<file path="config.mk">
export PLATFORM = sky130hd
export DESIGN_NAME = pipe_skid_stage
export DESIGN_NICKNAME = d
export VERILOG_FILES = /design/src/rtl/pipe_pkg.sv /design/src/rtl/pipe_skid_stage.sv
export SDC_FILE = /design/constraint.sdc
export NUM_CORES = 1
export LEC_CHECK = 0
export CAP_MARGIN = 25
export CORE_MARGIN = 5
export CORE_UTILIZATION = 25
export DETAILED_ROUTE_END_ITERATION = 8
export PLACE_DENSITY = 0.49
export SKIP_CTS_REPAIR_TIMING = 1
export SYNTH_ARGS = -nofsm -noshare
export SYNTH_HDL_FRONTEND = slang
export SYNTH_SLANG_ARGS = --single-unit
</file>
<file path="constraint.sdc">
create_clock -name clk -period 2.6 [get_ports clk]
set_input_delay 0.52 -clock clk [delete_from_list [all_inputs] [get_ports clk]]
set_output_delay 0.52 -clock clk [all_outputs]
set_load 0.01 [all_outputs]
</file>
<file path="src/rtl/pipe_pkg.sv">
// rtl/pipe_pkg.sv - shared state encoding and occupancy constants for pipeline stage registers
package pipe_pkg;

  typedef enum logic [1:0] {
    PS_EMPTY = 2'd0,
    PS_HALF  = 2'd1,
    PS_FULL  = 2'd2
  } pipe_state_t;

  localparam logic [1:0] OCC_EMPTY = 2'd0;
  localparam logic [1:0] OCC_HALF  = 2'd1;
  localparam logic [1:0] OCC_FULL  = 2'd2;

  function automatic logic [1:0] state_occ(input pipe_state_t st);
    case (st)
      PS_HALF: state_occ = OCC_HALF;
      PS_FULL: state_occ = OCC_FULL;
      default: state_occ = OCC_EMPTY;
    endcase
  endfunction

endpackage

</file>
<file path="src/rtl/pipe_skid_stage.sv">
// rtl/pipe_skid_stage.sv - generic valid/ready stage register with optional two-entry skid buffer
module pipe_skid_stage
  import pipe_pkg::*;
#(
  parameter int                 DATA_W    = 32,
  parameter logic [DATA_W-1:0]  RESET_VAL = '0,
  parameter int                 SKID      = 1
) (
  input  logic              clk,
  input  logic              rst,
  input  logic              flush,
  input  logic              stall,
  input  logic              ls_valid,
  input  logic [DATA_W-1:0] ls_data,
  output logic              ts_ready,
  output logic              ts_valid,
  output logic [DATA_W-1:0] ts_data,
  input  logic              ns_ready,
  output logic [1:0]        occ
);

  pipe_state_t       st_q, st_d;
  logic [DATA_W-1:0] main_q, main_d;
  logic [DATA_W-1:0] skid_q, skid_d;
  logic              in_xfer, out_xfer;

  // Registered ready in skid mode breaks the ns_ready -> ts_ready chain across stages.
  if (SKID != 0) begin : g_skid
    assign ts_ready = (st_q != PS_FULL);
  end else begin : g_noskid
    assign ts_ready = (st_q == PS_EMPTY) || (ns_ready && !stall);
  end

  assign ts_valid = (st_q != PS_EMPTY) && !stall;
  assign ts_data  = main_q;
  assign occ      = state_occ(st_q);
  assign in_xfer  = ls_valid && ts_ready;
  assign out_xfer = ts_valid && ns_ready;

  always_comb begin
    st_d   = st_q;
    main_d = main_q;
    skid_d = skid_q;
    case (st_q)
      PS_EMPTY: begin
        if (in_xfer) begin
          st_d   = PS_HALF;
          main_d = ls_data;
        end
      end
      PS_HALF: begin
        if (in_xfer && !out_xfer) begin
          st_d   = PS_FULL;
          skid_d = ls_data;
        end else if (out_xfer && !in_xfer) begin
          st_d = PS_EMPTY;
        end else if (in_xfer && out_xfer) begin
          main_d = ls_data;
        end
      end
      PS_FULL: begin
        if (out_xfer) begin
          st_d   = PS_HALF;
          main_d = skid_q;
        end
      end
      default: st_d = PS_EMPTY;
    endcase
  end

  // Flush shares the reset path so any same-cycle transfer is discarded.
  always_ff @(posedge clk) begin
    if (rst || flush) begin
      st_q   <= PS_EMPTY;
      main_q <= RESET_VAL;
      skid_q <= RESET_VAL;
    end else begin
      st_q   <= st_d;
      main_q <= main_d;
      skid_q <= skid_d;
    end
  end

endmodule
</file>
==> metrics list <==
- Number of top-level design ports: 74
* Diodes inserted: 0
- Fraction of registers with async set or reset after synthesis: 0%
* Post-route cell area: 4130 sq um
- Cell taking the most area after synthesis: dfxtp_1
- Synthesized net count: 355
- The critical path starts at st_q[1]$_SDFFE_PP0P_.
* P per Cell Area: 622 nW/um^2
* Post-route minimum period: 2470 ps
* EDFF count, synth: 0
- Standard cell area after detailed placement: 3850 sq um
- Top post-synthesis cells by count: nand2_1 (67), dfxtp_1 (66), a21oi_1 (64)
- The most common cell in the synthesized netlist is nand2_1.
- Die extent in x: 118 um
- The first global-routing pass estimated 13.0 mm of wire.
* Clock transition at the register clock pins on the worst setup and hold paths after CTS: 60 ps
- Ranked by total cell area, the synthesized netlist is headed by dfxtp_1 (45%), a211oi_2 (13%), a21oi_1 (11%).
* Number of antenna violations at the first check in global routing: 0
- # placed instances: 517
- Floorplan Core Area: 11500 sq um
* Area share of the largest cell type after synthesis: 44.9%
- Category of cells accounting for the largest share of critical-path delay: buffers and inverters
- STA puts the critical path data arrival time at 1950 ps.
- Fraction of final layout cells with drive strength greater than 1: 17.0%
- Across all layers, the routed design uses 2452 vias.
- STA classifies the critical path startpoint as a register.
* FMAX: 404 MHz
* RSZ-0062 raised after global routing: no
- Longest individual stage delay on the worst path: ~540 ps
* Cts bufs inserted: 9
* Clock Latency Late Sink: 320 ps
* Global-route usage over all layers: between 10 and 15%
- VDD sags by at most approximately 0.26 mV.
- Routed Antenna Nets: 0
- Slowest CP cell: clkdlybuf4s50_1
- Row count: 39
* Total of buffers placed on input and output ports: 73
- Biggest fanout along the worst timing path: 15
* Cell-by-cell listing of the critical path: or2b_2 > buf_4 > inv_1 > clkdlybuf4s50_1
- Worst-margin pin slew: 521 ps
- Type of the worst setup path: register to output port
* Type of the tightest min-delay check: register to register
- The final max-slew violation count is 0.
- Synthesis inferred 66 register bits.
* Total gr overflow: 0
* Overall die area: between 10000 and 15000 sq um
- Worst max-slew margin expressed relative to the limit: 65.3%
- The congestion estimate from routability-driven global placement came to between 0.7 and 0.8.
- The detailed router finished its first iteration with 162 violations.
* Count of placed standard cells in the final layout, fillers left out: 531
- Worst hold start: skid_q[3]$_SDFFE_PP0P_
- In this run the clock root is driven by a clkbuf_16.
- Via density per instance: 4.62
- Clock buffer depth: 2
- The pre-antenna-repair detailed-routing pass consisted of 4 iterations.
- The wire-length estimate of the detail-placed layout is 5.38 mm.
* Kind of end point of the critical path: output port
- For this configuration, the core starts out at a cell density of 25.6%.
- Once routing completed, OpenROAD measured the worst setup slack at 127 ps.
- Count of final setup violators: 0
* Source of the worst register-to-register timing path: st_q[1]$_SDFFE_PP0P_
- Timing analysis after detailed placement gives a worst setup slack of -76.5 ps.
- Summed over all failing endpoints, the final setup total negative slack is 0 ps.
- Distinct cells, synth: 25
- Critical path data required time: 2080 ps
* Leading register cell type out of synthesis: dfxtp_1
- Entering global routing, the biggest net connects 35 pins.
* Overall die height: 118 um
- Summed over all layers, the routed wires come to around 8.2 mm.
- Together, buffers and inverters on the worst path number 3.
* Hold violation total from the final report: 0
- Maximum clock skew at final layout: 10.4 ps
* Number of nets in the final layout: about 430
- The analysis attributes to cell leakage a power of 1.64 nW.
- Power comes to 2.57 mW.
- Counting every sink on the clock net gives 66.
- Dividing the synthesized area by the synthesized cell count gives 9.36 sq um.
* Synthesized instance count: 314
- H-Tree Level Count: 3
* Average wire per cell in the routed design: 15.4 um
- The Yosys step of the flow raised 0 warnings.
- Final critical-path share of the clock period: 95.1%
- Sequential fraction of the synthesis area: 44.9%
- The run finished with clean final reports.
- Netlist area before placement: 2940 sq um
- DRC violations left: 0
- Across the run, the number of max-cap violations was 0.
- Compared with the post-synthesis result, the final layout area differs by 40.5%.
* Number of global-route vias before repair: 2448
- TritonCTS built the clock tree.
## routing by layer
layer	vias to the layer above	share of wire (%)	GRT usage (%)
met5	-	0	0
met4	0	1.2	3.97
met3	7	4.9	3.92
met2	49	46	18.0
met1	1165	48	14.6
li1	1231	-	-
## stage by stage
stage | utilization (%) | hold slack, ps
after floorplan | - | 436
after global placement | 33.6 | 441
after detailed placement | 33.6 | 446
after CTS | 36.0 | 453
after global routing | 36.0 | 463
final | 36.0 | 452
## cells by family after synthesis
family	count (synthesis)	synth area share (%)
compound gates	100	25.9
fa+ha+maj	3	1.28
buf+inv	35	6.13
flops	66	44.9
mux	32	10.9
simple gates	78	10.9
## placed cells by master (no fill, tap or decap), drive strengths merged
| cell | synthesis | final |
|---|---|---|
| nor2 | 3 | 3 |
| inv | 6 | 6 |
| and3b | 1 | 1 |
| dfxtp | 66 | 66 |
| a311o | 1 | 1 |
| nor2b | 1 | 1 |
| o41ai | 1 | 1 |
| nand2 | 67 | 67 |
| a22oi | 1 | 1 |
| clkinv | 0 | 3 |
| a21oi | 64 | 64 |
| and2 | 2 | 2 |
| o21ai | 1 | 1 |
| bufinv | 0 | 1 |
| and2b | 1 | 1 |
| a211oi | 32 | 32 |
| buf | 13 | 16 |
| or2b | 1 | 1 |
| ha | 3 | 3 |
| clkdlybuf4s50 | 0 | 73 |
| clkbuf | 16 | 10 |
| mux2i | 32 | 32 |
| or2 | 2 | 2 |
## state kept, by name, summed over array words and instances (netlist names)
| register | flops |
|---|---|
| skid_q | 32 |
| st_q | 2 |
| ts_data | 32 |
## report_power, final
part | total, mW | switching [mW] | internal, mW
Clock | 1.15 | 0.425 | 0.726
Combinational | 0.353 | 0.174 | 0.179
Sequential | 1.06 | 0.0196 | 1.04
## area by class of cell
| type | count | area, sq um |
|---|---|---|
| sequential | 66 | 1320 |
| inverter | 6 | 22.5 |
| clock buffer | 10 | 229 |
| fill | 1140 | 7340 |
| tap | 143 | 179 |
| multi-input combinational | 213 | 1440 |
| clock inverter | 4 | 45.0 |
| timing repair buffer | 89 | 888 |
## path summary, 6_finish.rpt
kind	end	slack, ps	cells after the start
setup reg to reg	ts_data[9]$_SDFFE_PP0P_	380	8
setup / recovery	occ[1]	130	4
hold / removal	skid_q[3]$_SDFFE_PP0P_	450	2
hold reg to reg	skid_q[3]$_SDFFE_PP0P_	450	2
## tightest hold or removal path, delay by kind of cell (launching register included)
| kind | cells | cell delay (ps) |
|---|---|---|
| simple gates | 1 | 50 |
| flops | 1 | 300 |
| compound gates | 1 | 50 |
(Power assumes the default switching activity.)
